`src/rtl/datamem_ctrl_pkg.sv`:
```
// datamem_ctrl_pkg: shared FSM states, fault codes and default timeout for the datamem access controller.
package datamem_ctrl_pkg;
   typedef enum logic [1:0] {IDLE, BUSY, DONE} state_t;
   localparam logic [1:0] FLT_NONE     = 2'd0;
   localparam logic [1:0] FLT_MISALIGN = 2'd1;
   localparam logic [1:0] FLT_CONFLICT = 2'd2;
   localparam logic [1:0] FLT_TIMEOUT  = 2'd3;
   localparam int DEF_TIMEOUT = 15;
endpackage

```
`src/rtl/datamem_timeout_counter.sv`:
```
// datamem_timeout_counter: saturating BUSY-cycle counter flagging the last cycle before timeout.
module datamem_timeout_counter #(
   parameter int LIMIT = 15
) (
   input  logic clk,
   input  logic reset,
   input  logic clear_i,
   input  logic enable_i,
   output logic expired_o
);
   localparam int CW = $clog2(LIMIT + 1);
   logic [CW-1:0] cnt_q, cnt_d;
   always_comb cnt_d = clear_i ? '0 : (enable_i && cnt_q != CW'(LIMIT)) ? cnt_q + 1'b1 : cnt_q;
   always_ff @(posedge clk or posedge reset)
      if (reset) cnt_q <= '0;
      else       cnt_q <= cnt_d;
   assign expired_o = cnt_q == CW'(LIMIT - 1);
endmodule

```
`src/rtl/datamem_access_ctrl.sv`:
```
// datamem_access_ctrl: sequences datamem-stage loads/stores onto a req/ack memory, stalling the pipeline
// and flagging misaligned, conflicting and timed-out accesses.
module datamem_access_ctrl
   import datamem_ctrl_pkg::*;
#(
   parameter int ADDR_W  = 64,
   parameter int DATA_W  = 64,
   parameter int TIMEOUT = DEF_TIMEOUT
) (
   input  logic              clk,
   input  logic              reset,
   input  logic              ReadMem,
   input  logic              MemWr,
   input  logic [ADDR_W-1:0] Addr,
   input  logic [DATA_W-1:0] WData,
   output logic              mem_req,
   output logic              mem_we,
   output logic [ADDR_W-1:0] mem_addr,
   output logic [DATA_W-1:0] mem_wdata,
   input  logic [DATA_W-1:0] mem_rdata,
   input  logic              mem_ack,
   output logic              stall,
   output logic [DATA_W-1:0] RData,
   output logic              RDataValid,
   output logic              fault,
   output logic [1:0]        fault_code
);
   localparam int OFF_W = $clog2(DATA_W / 8);
   state_t            state_q, state_d;
   logic [ADDR_W-1:0] addr_q, addr_d;
   logic [DATA_W-1:0] wdata_q, wdata_d, rdata_q, rdata_d;
   logic              we_q, we_d;
   logic [1:0]        code_q, code_d;
   logic              req, misalign, conflict, legal, load, expired;
   assign req      = ReadMem | MemWr;
   assign misalign = |Addr[OFF_W-1:0];
   assign conflict = ReadMem & MemWr;
   assign legal    = !misalign && !conflict;
   assign load     = state_q == IDLE && req && legal;
   datamem_timeout_counter #(.LIMIT(TIMEOUT)) u_tmo (
      .clk      (clk),
      .reset    (reset),
      .clear_i  (load),
      .enable_i (state_q == BUSY),
      .expired_o(expired)
   );
   always_ff @(posedge clk or posedge reset)
      if (reset) state_q <= IDLE;
      else       state_q <= state_d;
   always_comb
      state_d = state_q == IDLE ? (!req ? IDLE : legal ? BUSY : DONE) :
                state_q == BUSY ? ((mem_ack || expired) ? DONE : BUSY) : IDLE;
   always_comb begin
      addr_d  = load ? Addr : addr_q;
      wdata_d = load ? WData : wdata_q;
      we_d    = load ? MemWr : we_q;
      rdata_d = (state_q == BUSY && mem_ack && !we_q) ? mem_rdata : rdata_q;
      code_d  = (state_q == IDLE && req) ? (misalign ? FLT_MISALIGN : conflict ? FLT_CONFLICT : FLT_NONE) :
                (state_q == BUSY && !mem_ack && expired) ? FLT_TIMEOUT : code_q;
   end
   always_ff @(posedge clk or posedge reset)
      if (reset) begin
         addr_q  <= '0;
         wdata_q <= '0;
         we_q    <= 1'b0;
         rdata_q <= '0;
         code_q  <= FLT_NONE;
      end else begin
         addr_q  <= addr_d;
         wdata_q <= wdata_d;
         we_q    <= we_d;
         rdata_q <= rdata_d;
         code_q  <= code_d;
      end
   // Reset gates stall so a held request cannot keep the pipeline frozen while the block is being reset.
   always_comb begin
      mem_req    = state_q == BUSY;
      stall      = !reset && (mem_req || (state_q == IDLE && req));
      RDataValid = state_q == DONE && code_q == FLT_NONE && !we_q;
      fault      = state_q == DONE && code_q != FLT_NONE;
      fault_code = fault ? code_q : FLT_NONE;
   end
   assign mem_we    = we_q;
   assign mem_addr  = addr_q;
   assign mem_wdata = wdata_q;
   assign RData     = rdata_q;
endmodule

```
`config.mk`:
```
export PLATFORM = sky130hd
export DESIGN_NAME = datamem_access_ctrl
export DESIGN_NICKNAME = d
export VERILOG_FILES = /design/src/rtl/datamem_ctrl_pkg.sv /design/src/rtl/datamem_timeout_counter.sv /design/src/rtl/datamem_access_ctrl.sv
export SDC_FILE = /design/constraint.sdc
export NUM_CORES = 1
export LEC_CHECK = 0
export BUFFER_PORTS_ARGS = -buffer_cell sky130_fd_sc_hd__buf_2
export CAP_MARGIN = 5
export CORE_AREA = 2 2 152 154
export DETAILED_ROUTE_END_ITERATION = 12
export DIE_AREA = 0 0 154 156
export PLACE_DENSITY = 0.69
export SYNTH_ARGS = -nofsm -noshare
export SYNTH_HDL_FRONTEND = slang
export SYNTH_SLANG_ARGS = --single-unit
```
`constraint.sdc`:
```
create_clock -name clk -period 5.7 [get_ports clk]
set_input_delay 0.57 -clock clk [delete_from_list [all_inputs] [get_ports clk]]
set_output_delay 0.57 -clock clk [all_outputs]
set_load 0.1 [all_outputs]
```
==> results.cfg, run 1 <==
[run_status]
outcome = finished, final reports clean

[synthesis]
synth_top_area_frac = 0.612
ys_ff_latch = 201
async_flop_share = 1.00
synth.most_common_cell = dfrtp_1
syn_avg_cell_area_um2 = 17.6
seq_area_frac_synth = 0.612
synthMuxAreaShare = 0.305
synth_xor_area_frac = 0
yosys-top-cells-area = dfrtp_1 (61%), mux2_4 (18%), mux2_2 (11%)
synth_compound_area_frac = 0.0129
synth_warnings = 0
synth_top_family_by_area = multiplexers
synth.cell_area_um2 = 8220
synth_nets = 665
syn_inst = 466
synth-edff-count = 0
synthAdderAreaFrac = 0.00305
ys_types = 34
yosysTopAreaCell = dfrtp_1
synth_common_cells = dfrtp_1 (201), mux2_4 (100), mux2_2 (83), buf_12 (11), buf_6 (8)
synth-simple-area-share = 0.0241
synthFlopType = dfrtp_1

[cells_and_area]
drive_gt1_frac = 0.707
area_growth_pct = 34.2
diodes = 0
finalNetCount = 1067
n_fill_cell = 1970

[critical_path]
path_max_fanout = 42
worstSetupEndpointType = flop
cp.buffers_inverters = 2
slowest_stage = and3_2
cp-start-kind = flop
rrSetupSlack_ps = 3080
cp_cell_sequence = nand2b_1, inv_2, and3_2, buf_4, mux2_2
criticalPathCategory = reg2reg
critical_path_arrival_ps = 2990
cp_top_family = simple AND/OR/NAND/NOR gates
cp.required_ps = 6070
slowest_delay_ps = 610

[cts]
post_cts_buffers = 0
cts_inserted_buffers = 23
clk_path_buf_depth = 3
cts_resized = 0
tritoncts = done
root_buffer = clkbuf_16
cts_max_level = 1
hold_buffers = 0
clk_latency_ps = 490
cts.sinks = 201
path_clk_slew_ps = 60

[timing]
worst_pin_slew_ps = 947
slew_violations = 0
fmax_mhz = 382
finalSetupTns_ps = 0
clock-skew-final_ps = 8.45
setup_viol = 0
relSlewSlack = 0.369
period_needed_ps = 2620
rsz0062_at_grt = false
hold_viol = 0
fin_crit_sh = 0.460

[floorplan]
std_cell_rows = 55
coreArea_um2 = 22400
start_util = 0.367
fp.dieW_um = 154
ios = 396
die_area_um2 = 24000
dieHeight_um = 156

[route]
route.detailed.wl_per_inst_um = 16.8
drt-pass1-iter-count = 4
drtIter0Drc = 214
routed_via_density = 4.59
antenna_left = 0
drt_wl_total_um = 19600
post-route-drc-count = 0
vias = 5361

[global_routing]
grt_pass1_wl_um = 30000
grt_pass1_vias = 5609
grt_max_degree = 135
antenna_found_initial = 0
grt_overflow = 0
track_usage = 0.156

[run]
maxCapViolations = 0

[placed_design]
dpl.hpwl_um = 14300
place_congestion = 0.774
io_buffers = 395

[worst_hold_path]
hold_class = in2async
==> cell families (layout without fill, tap and decap cells) <==
family / Yosys count / count (layout)
buffers and inverters: 28 / 446
AND/OR/NAND/NOR: 33 / 33
flip-flops: 201 / 201
adder cells (fa/ha/maj): 2 / 2
multiplexers: 189 / 189
AO/OA/AOI/OAI: 13 / 13
==> layout by cell type, fill, tap and decap left out, drive strengths merged, types with 3 or more instances in the layout <==
master	synthesis	routed
nand3	4	4
and2	6	6
buf	22	399
o21ai	3	3
dfrtp	201	201
nor3	5	5
inv	6	6
mux2	189	189
clkbuf	0	33
and3	3	3
clkinv	0	4
clkinvlp	0	3
a21oi	3	3
==> final timing paths <==
check                      cells past startpoint                       end                      from
max in group asynchronous                      4   mem_addr[8]$_DFFE_PP0P_                     reset
setup reg to reg                               5     RData[25]$_DFFE_PP0P_      state_q[1]$_DFF_PP0_
setup / recovery                               5     RData[25]$_DFFE_PP0P_      state_q[1]$_DFF_PP0_
hold / removal                                 2  mem_addr[54]$_DFFE_PP0P_                     reset
hold reg to reg                                1  mem_wdata[0]$_DFFE_PP0P_  mem_wdata[0]$_DFFE_PP0P_
min in group clk                               2  mem_wdata[0]$_DFFE_PP0P_                  WData[0]
==> stage by stage <==
| stage | hold WS [ps] | area (um2) | std cells | setup slack (ps) | utilization |
|---|---|---|---|---|---|
| 6_report | 51.4 | 11000 | 1169 | 3080 | 0.493 |
| 5_1_grt | 49.8 | 11000 | 1169 | 2940 | 0.493 |
| 4_1_cts | 44.3 | 11000 | 1169 | 3090 | 0.493 |
| 3_5_place_dp | 467 | 10300 | 1128 | 3110 | 0.460 |
| 3_3_place_gp | 463 | 10300 | 1128 | 3160 | 0.460 |
| 2_1_floorplan | 491 | 8220 | 466 | 1140 | - |
==> cell type report <==
class / instances / area [um2] / share of cell area
Tap cell: 285 / 357 / 0.0323
Clock buffer: 33 / 673 / 0.0611
Multi-Input combinational cell: 237 / 2830 / 0.257
Sequential cell: 201 / 5030 / 0.456
Inverter: 6 / 26.3 / 0.00238
Clock inverter: 8 / 73.8 / 0.00670
Timing Repair Buffer: 399 / 2030 / 0.184
==> sequential cells by signal, summed over array words and instances, names as in the netlist <==
register / count
mem_addr: 64
mem_wdata: 64
RData: 64
u_tmo.cnt_q: 4
code_q: 2
state_q: 2
mem_we: 1
==> metal layers <==
| layer | vias to the layer above | share of wire | global-route usage |
|---|---|---|---|
| met5 | - | 0 | 0 |
| met4 | 0 | 0.029 | 0.0543 |
| met3 | 42 | 0.066 | 0.0350 |
| met2 | 223 | 0.52 | 0.281 |
| met1 | 2641 | 0.38 | 0.183 |
| li1 | 2455 | - | - |
Power of run 1 is not shown: default switching activity piles up to over one toggle a cycle in this logic, so the estimate is an artifact.
==> run 2, diff against run 1 <==
Settings changed: CORE_AREA 2 2 152 154 to 2 2 154 156, DIE_AREA 0 0 154 156 to 0 0 156 158, PLACE_DENSITY 0.69 to default.
Clock period 5.7 ns to 2.6 ns, I/O delays scaled along.
==> run 2 against run 1 <==
Against the previous run: cell area up 19%; flip-flop and latch count is the same; via count is 15% higher; sequential share of layout area decreased by 7.4 points; clock skew is 9.9 ps higher; register-to-register slack got worse by 2500 ps; highest routed layer is now met5; critical endpoint is now fault; global-route usage is 1.8 points higher.
==> results.cfg, run 2 (same netlist as run 1, synthesis figures left out) <==
[run_status]
outcome = finished, final reports clean

[cells_and_area]
area_growth_pct = 60.0
final_cell_mix = buf_2 (395), dfrtp_1 (201), dlygate4sd3_1 (186)
drive_gt1_frac = 0.594
final_common_cell = buf_2
finalNetCount = 1272
n_fill_cell = 1796

[floorplan]
coreArea_um2 = 23100
ios = 396
dieHeight_um = 158
die_area_um2 = 24600
fp.dieW_um = 156
start_util = 0.356
std_cell_rows = 56

[global_routing]
met2_usage = 0.311
grt_use_met1 = 0.197
grt_pass1_wl_um = 34300
grt_pass1_vias = 6682
grt_max_degree = 43
grt.busiest_layer = met2
antenna_found_initial = 4
track_usage = 0.174
grt_overflow = 0
grtUsageMet3 = 0.0517

[route]
route.detailed.wl_per_inst_um = 16.4
drt_wl_total_um = 22500
antenna_left = 0
vias = 6145
drtIter0Drc = 259
post-route-drc-count = 0
routed_via_density = 4.46
drt-pass1-iter-count = 4

[timing]
slew_violations = 0
relSlewSlack = 0.414
clock-skew-final_ps = 18.4
hold_viol = 0
setup_slack_ps = 498
hold_ws_ps = 19.5
fin_crit_sh = 0.809
setup_viol = 0
rsz0062_at_grt = false
worst_pin_slew_ps = 876
fmax_mhz = 476
period_needed_ps = 2100

[cts]
tritoncts = done
cts_inserted_buffers = 22
root_buffer = clkbuf_16
cts_max_level = 1
clk_latency_ps = 500
clk_path_buf_depth = 3
cts.sinks = 201
cts_resized = 0
path_clk_slew_ps = 60

[critical_path]
worstSetupEndpointType = output port
rrSetupSlack_ps = 540
critical_path_arrival_ps = 1840
r2r_start = state_q[1]$_DFF_PP0_
r2r_cells = 5
r2r_end = RData[21]$_DFFE_PP0P_
path_max_fanout = 4
cp-start-kind = flop
cp.required_ps = 2340
cp_cell_sequence = nor2b_1, and2_1, or2_2, buf_2
slowest_stage = dfrtp_1
criticalPathCategory = reg2out
slowest_delay_ps = 420

[run]
maxCapViolations = 0

[worst_hold_path]
worstHoldStart = WData[50]
hold_class = in2reg
holdPathStages = 2
min_to = mem_wdata[50]$_DFFE_PP0P_

[placed_design]
pre_cts_ws_ps = 487
place_congestion = 0.760
io_buffers = 395
dpl.hpwl_um = 15000
-- run 2: changes by cell type in the layout (fill, tap and decap cells not counted), moves of 2 or more --
cell,previous run,this run
clkbuf_1,4,2
buf_4,2,14
dlygate4sd3_1,0,186
buf_12,2,10
clkbuf_8,6,3
diode_2,0,2
clkinvlp_4,3,1
-- run 2: worst max-delay path: cells and delay by family (launching register included) --
kind	cells	cell delay (ps)
and+or+nand+nor	3	630
buffers and inverters	1	290
DFF	1	420
-- run 2: metal layers --
metal,share of wire,vias up,wire [um]
met1,0.38,2959,8490
met4,0.028,4,640
met5,0.00093,-,21
li1,-,2861,-
met3,0.083,48,1870
met2,0.51,273,11500
-- run 2: cell type report --
class                   instances  area [um2]  share of cell area
multi-input cells             237        2850               0.217
diodes                          2        5.00            0.000381
flip-flops and latches        201        5030               0.383
inverters                       6        26.3             0.00200
repair buffers                605        4140               0.315
clock buffers                  28         624              0.0475
well taps                     290         363              0.0276
clock inverters                 9         103             0.00780
-- run 2: worst max-delay path by stage --
stage,startpoint,endpoint,slack (ps),cells after the start
after floorplan,reset,RData[0]$_DFFE_PP0P_,-260,1
after global placement,ReadMem,mem_addr[46]$_DFFE_PP0P_,540,5
after detailed placement,ReadMem,mem_addr[60]$_DFFE_PP0P_,490,5
after CTS,state_q[1]$_DFF_PP0_,fault,480,4
after global routing,state_q[1]$_DFF_PP0_,mem_req,450,3
final,state_q[1]$_DFF_PP0_,fault,500,4
-- run 2: repair_timing --
item / 4_1_cts / 5_1_grt
hold buffers: 186 / 0
setup buffers: 0 / 0
setup endpoints to repair: 0 / 0
hold endpoints to repair: 198 / 0
-- run 2: stage by stage --
stage          instances   util  area [um2]  setup TNS, ps
6_report            1378  0.570       13100              0
5_1_grt             1377  0.570       13100              0
4_1_cts             1376  0.570       13100              0
3_5_place_dp        1153  0.458       10600              0
3_3_place_gp        1153  0.458       10600              0
2_1_floorplan        466      -        8240         -52730
Power of run 2 is left out for the same reason.
==> run 3, diff against run 2 <==
Settings changed: ABC_AREA from default to 1, CORE_AREA 2 2 154 156 to 2 2 155 157, DIE_AREA 0 0 156 158 to 0 0 157 159.
Clock period 2.6 ns to 2.1 ns, I/O delays scaled along.
==> run 3 against run 2 <==
Against the previous run: count of clock-buffer cells in the layout grew 5; first-iteration DRC count is 93% higher; global-route usage rose by 2.5 points; worst setup slack worse by 380 ps; critical path type unchanged; highest routed layer is now met4.
==> results.cfg, run 3 <==
[run_status]
outcome = finished, final reports clean

[run]
maxCapViolations = 0

[timing]
hold_ws_ps = 35.0
clock-skew-final_ps = 12.9
worst_pin_slew_ps = 570
hold_viol = 0
fin_crit_sh = 0.946
relSlewSlack = 0.620
setup_viol = 0
rsz0062_at_grt = false
fmax_mhz = 503
period_needed_ps = 1990
slew_violations = 0
setup_slack_ps = 113

[synthesis]
syn_inst = 896
ys_ff_latch = 201
ys_types = 18
synth_warnings = 0
syn_avg_cell_area_um2 = 8.75
synthFlopType = dfrtp_1
synth.cell_area_um2 = 7840
yosys-top-cells-area = dfrtp_1 (64%), nand2_1 (25%), nand3_1 (4.5%)
synth.most_common_cell = nand2_1
synth_common_cells = nand2_1 (524), dfrtp_1 (201), nand3_1 (70), nor2_1 (20), buf_2 (19)
synth_top_area_frac = 0.642
yosysTopAreaCell = dfrtp_1
synth_nets = 1095
seq_area_frac_synth = 0.642
async_flop_share = 1.00
synth-edff-count = 0

[route]
drtIter0Drc = 500
post-route-drc-count = 0
antenna_left = 0
route.detailed.wl_per_inst_um = 14.4
vias = 7969
drt-pass1-iter-count = 4
drt_wl_total_um = 26000
routed_via_density = 4.41

[cells_and_area]
drive_gt1_frac = 0.307
stdcell_area_um2 = 12900
fin_util = 0.557
final_common_cell = nand2_1
diodes = 0
n_fill_cell = 1991
final_cell_mix = nand2_1 (522), buf_2 (393), dfrtp_1 (201)
area_growth_pct = 65.0
finalNetCount = 1671

[cts]
cts.sinks = 201
root_buffer = clkbuf_16
tritoncts = done
cts_max_level = 1
path_clk_slew_ps = 60
cts_inserted_buffers = 24
clk_path_buf_depth = 3
clk_latency_ps = 520

[floorplan]
fp.dieW_um = 157
die_area_um2 = 25000
dieHeight_um = 159
coreArea_um2 = 23200
start_util = 0.338
std_cell_rows = 56
ios = 396

[worst_hold_path]
hold_class = in2reg

[critical_path]
cp_top_family = buffers and inverters
cp.buffers_inverters = 2
slowest_delay_ps = 420
cp.required_ps = 1890
slowest_stage = dfrtp_1
critical_path_arrival_ps = 1780
worstSetupEndpointType = output port
path_max_fanout = 15
cp_cell_sequence = nor2_4, buf_4, buf_4
criticalPathCategory = reg2out
cp-start-kind = flop
critPathMostFrequentCell = buf_4

[global_routing]
grt_pass1_wl_um = 40500
grt_max_degree = 102
antenna_found_initial = 0
grt_overflow = 0
track_usage = 0.199
grt_pass1_vias = 8027

[placed_design]
postPlaceCellArea_um2 = 10200
place_congestion = 0.788
io_buffers = 395
pre_cts_ws_ps = 512
dpl.hpwl_um = 15700
-- run 3: changes by cell type after synthesis, sizes merged, moves of 5 or more --
cell,change
and2,-6
buf,+17
clkbuf,+10
inv,+12
mux2,-189
nand2,+522
nand3,+66
nor2,+19
nor3,-5
-- run 3: layer usage --
| layer | routed length, um | vias to the layer above | GRT usage | part of all wire |
|---|---|---|---|---|
| met1 | 10100 | 3669 | 0.236 | 0.39 |
| met2 | 12900 | 348 | 0.348 | 0.50 |
| met4 | 697 | 0 | 0.0646 | 0.027 |
| met5 | 0 | - | 0 | 0 |
| li1 | - | 3896 | - | - |
| met3 | 2310 | 56 | 0.0536 | 0.089 |
-- run 3: worst paths after layout --
check	from	endpoint	slack [ps]	depth (start not counted)
max in group asynchronous	reset	mem_wdata[48]$_DFFE_PP0P_	1190	4
min	mem_ack	state_q[0]$_DFF_PP0_	30	4
max reg2reg	state_q[1]$_DFF_PP0_	mem_wdata[18]$_DFFE_PP0P_	470	6
min reg2reg	RData[60]$_DFFE_PP0P_	RData[60]$_DFFE_PP0P_	460	2
max	state_q[1]$_DFF_PP0_	mem_req	110	3
min in group asynchronous	reset	mem_addr[29]$_DFFE_PP0P_	430	4
-- run 3: worst min-delay path, stage by stage --
cell and delay, ps:
buf_2 70, inv_1 70, nand2_1 100, o21ai_1 60
-- run 3: stage by stage --
| step | instances | setup TNS, ps |
|---|---|---|
| final | 1806 | 0 |
| after global routing | 1806 | 0 |
| after floorplan | 896 | -143250 |
| after CTS | 1805 | 0 |
| after global placement | 1574 | 0 |
| after detailed placement | 1574 | 0 |
-- run 3: logic make-up (layout without fill, tap and decap cells) --
kind of cell	after synthesis	in the layout	synth area share
compound gates	7	7	0.00495
fa+ha+maj	2	2	0.00319
simple gates	619	619	0.310
flops	201	201	0.642
buf+inv	67	658	0.0399
-- run 3: repair_timing --
action / CTS / global route
setup buffers: 0 / 0
hold endpoints to repair: 390 / 1
resized for setup: 1 / 1
endpoints found under the setup margin: 1 / 1
hold buffers: 190 / 1
-- run 3: layout make-up --
| class | instances | area (um2) | area share |
|---|---|---|---|
| flip-flops and latches | 201 | 5030 | 0.389 |
| repair buffers | 599 | 4070 | 0.315 |
| multi-input cells | 628 | 2540 | 0.197 |
| clock buffers | 33 | 694 | 0.0537 |
| well taps | 319 | 399 | 0.0309 |
| clock inverters | 8 | 126 | 0.00977 |
| inverters | 18 | 71.3 | 0.00552 |
Power of run 3 is left out for the same reason.
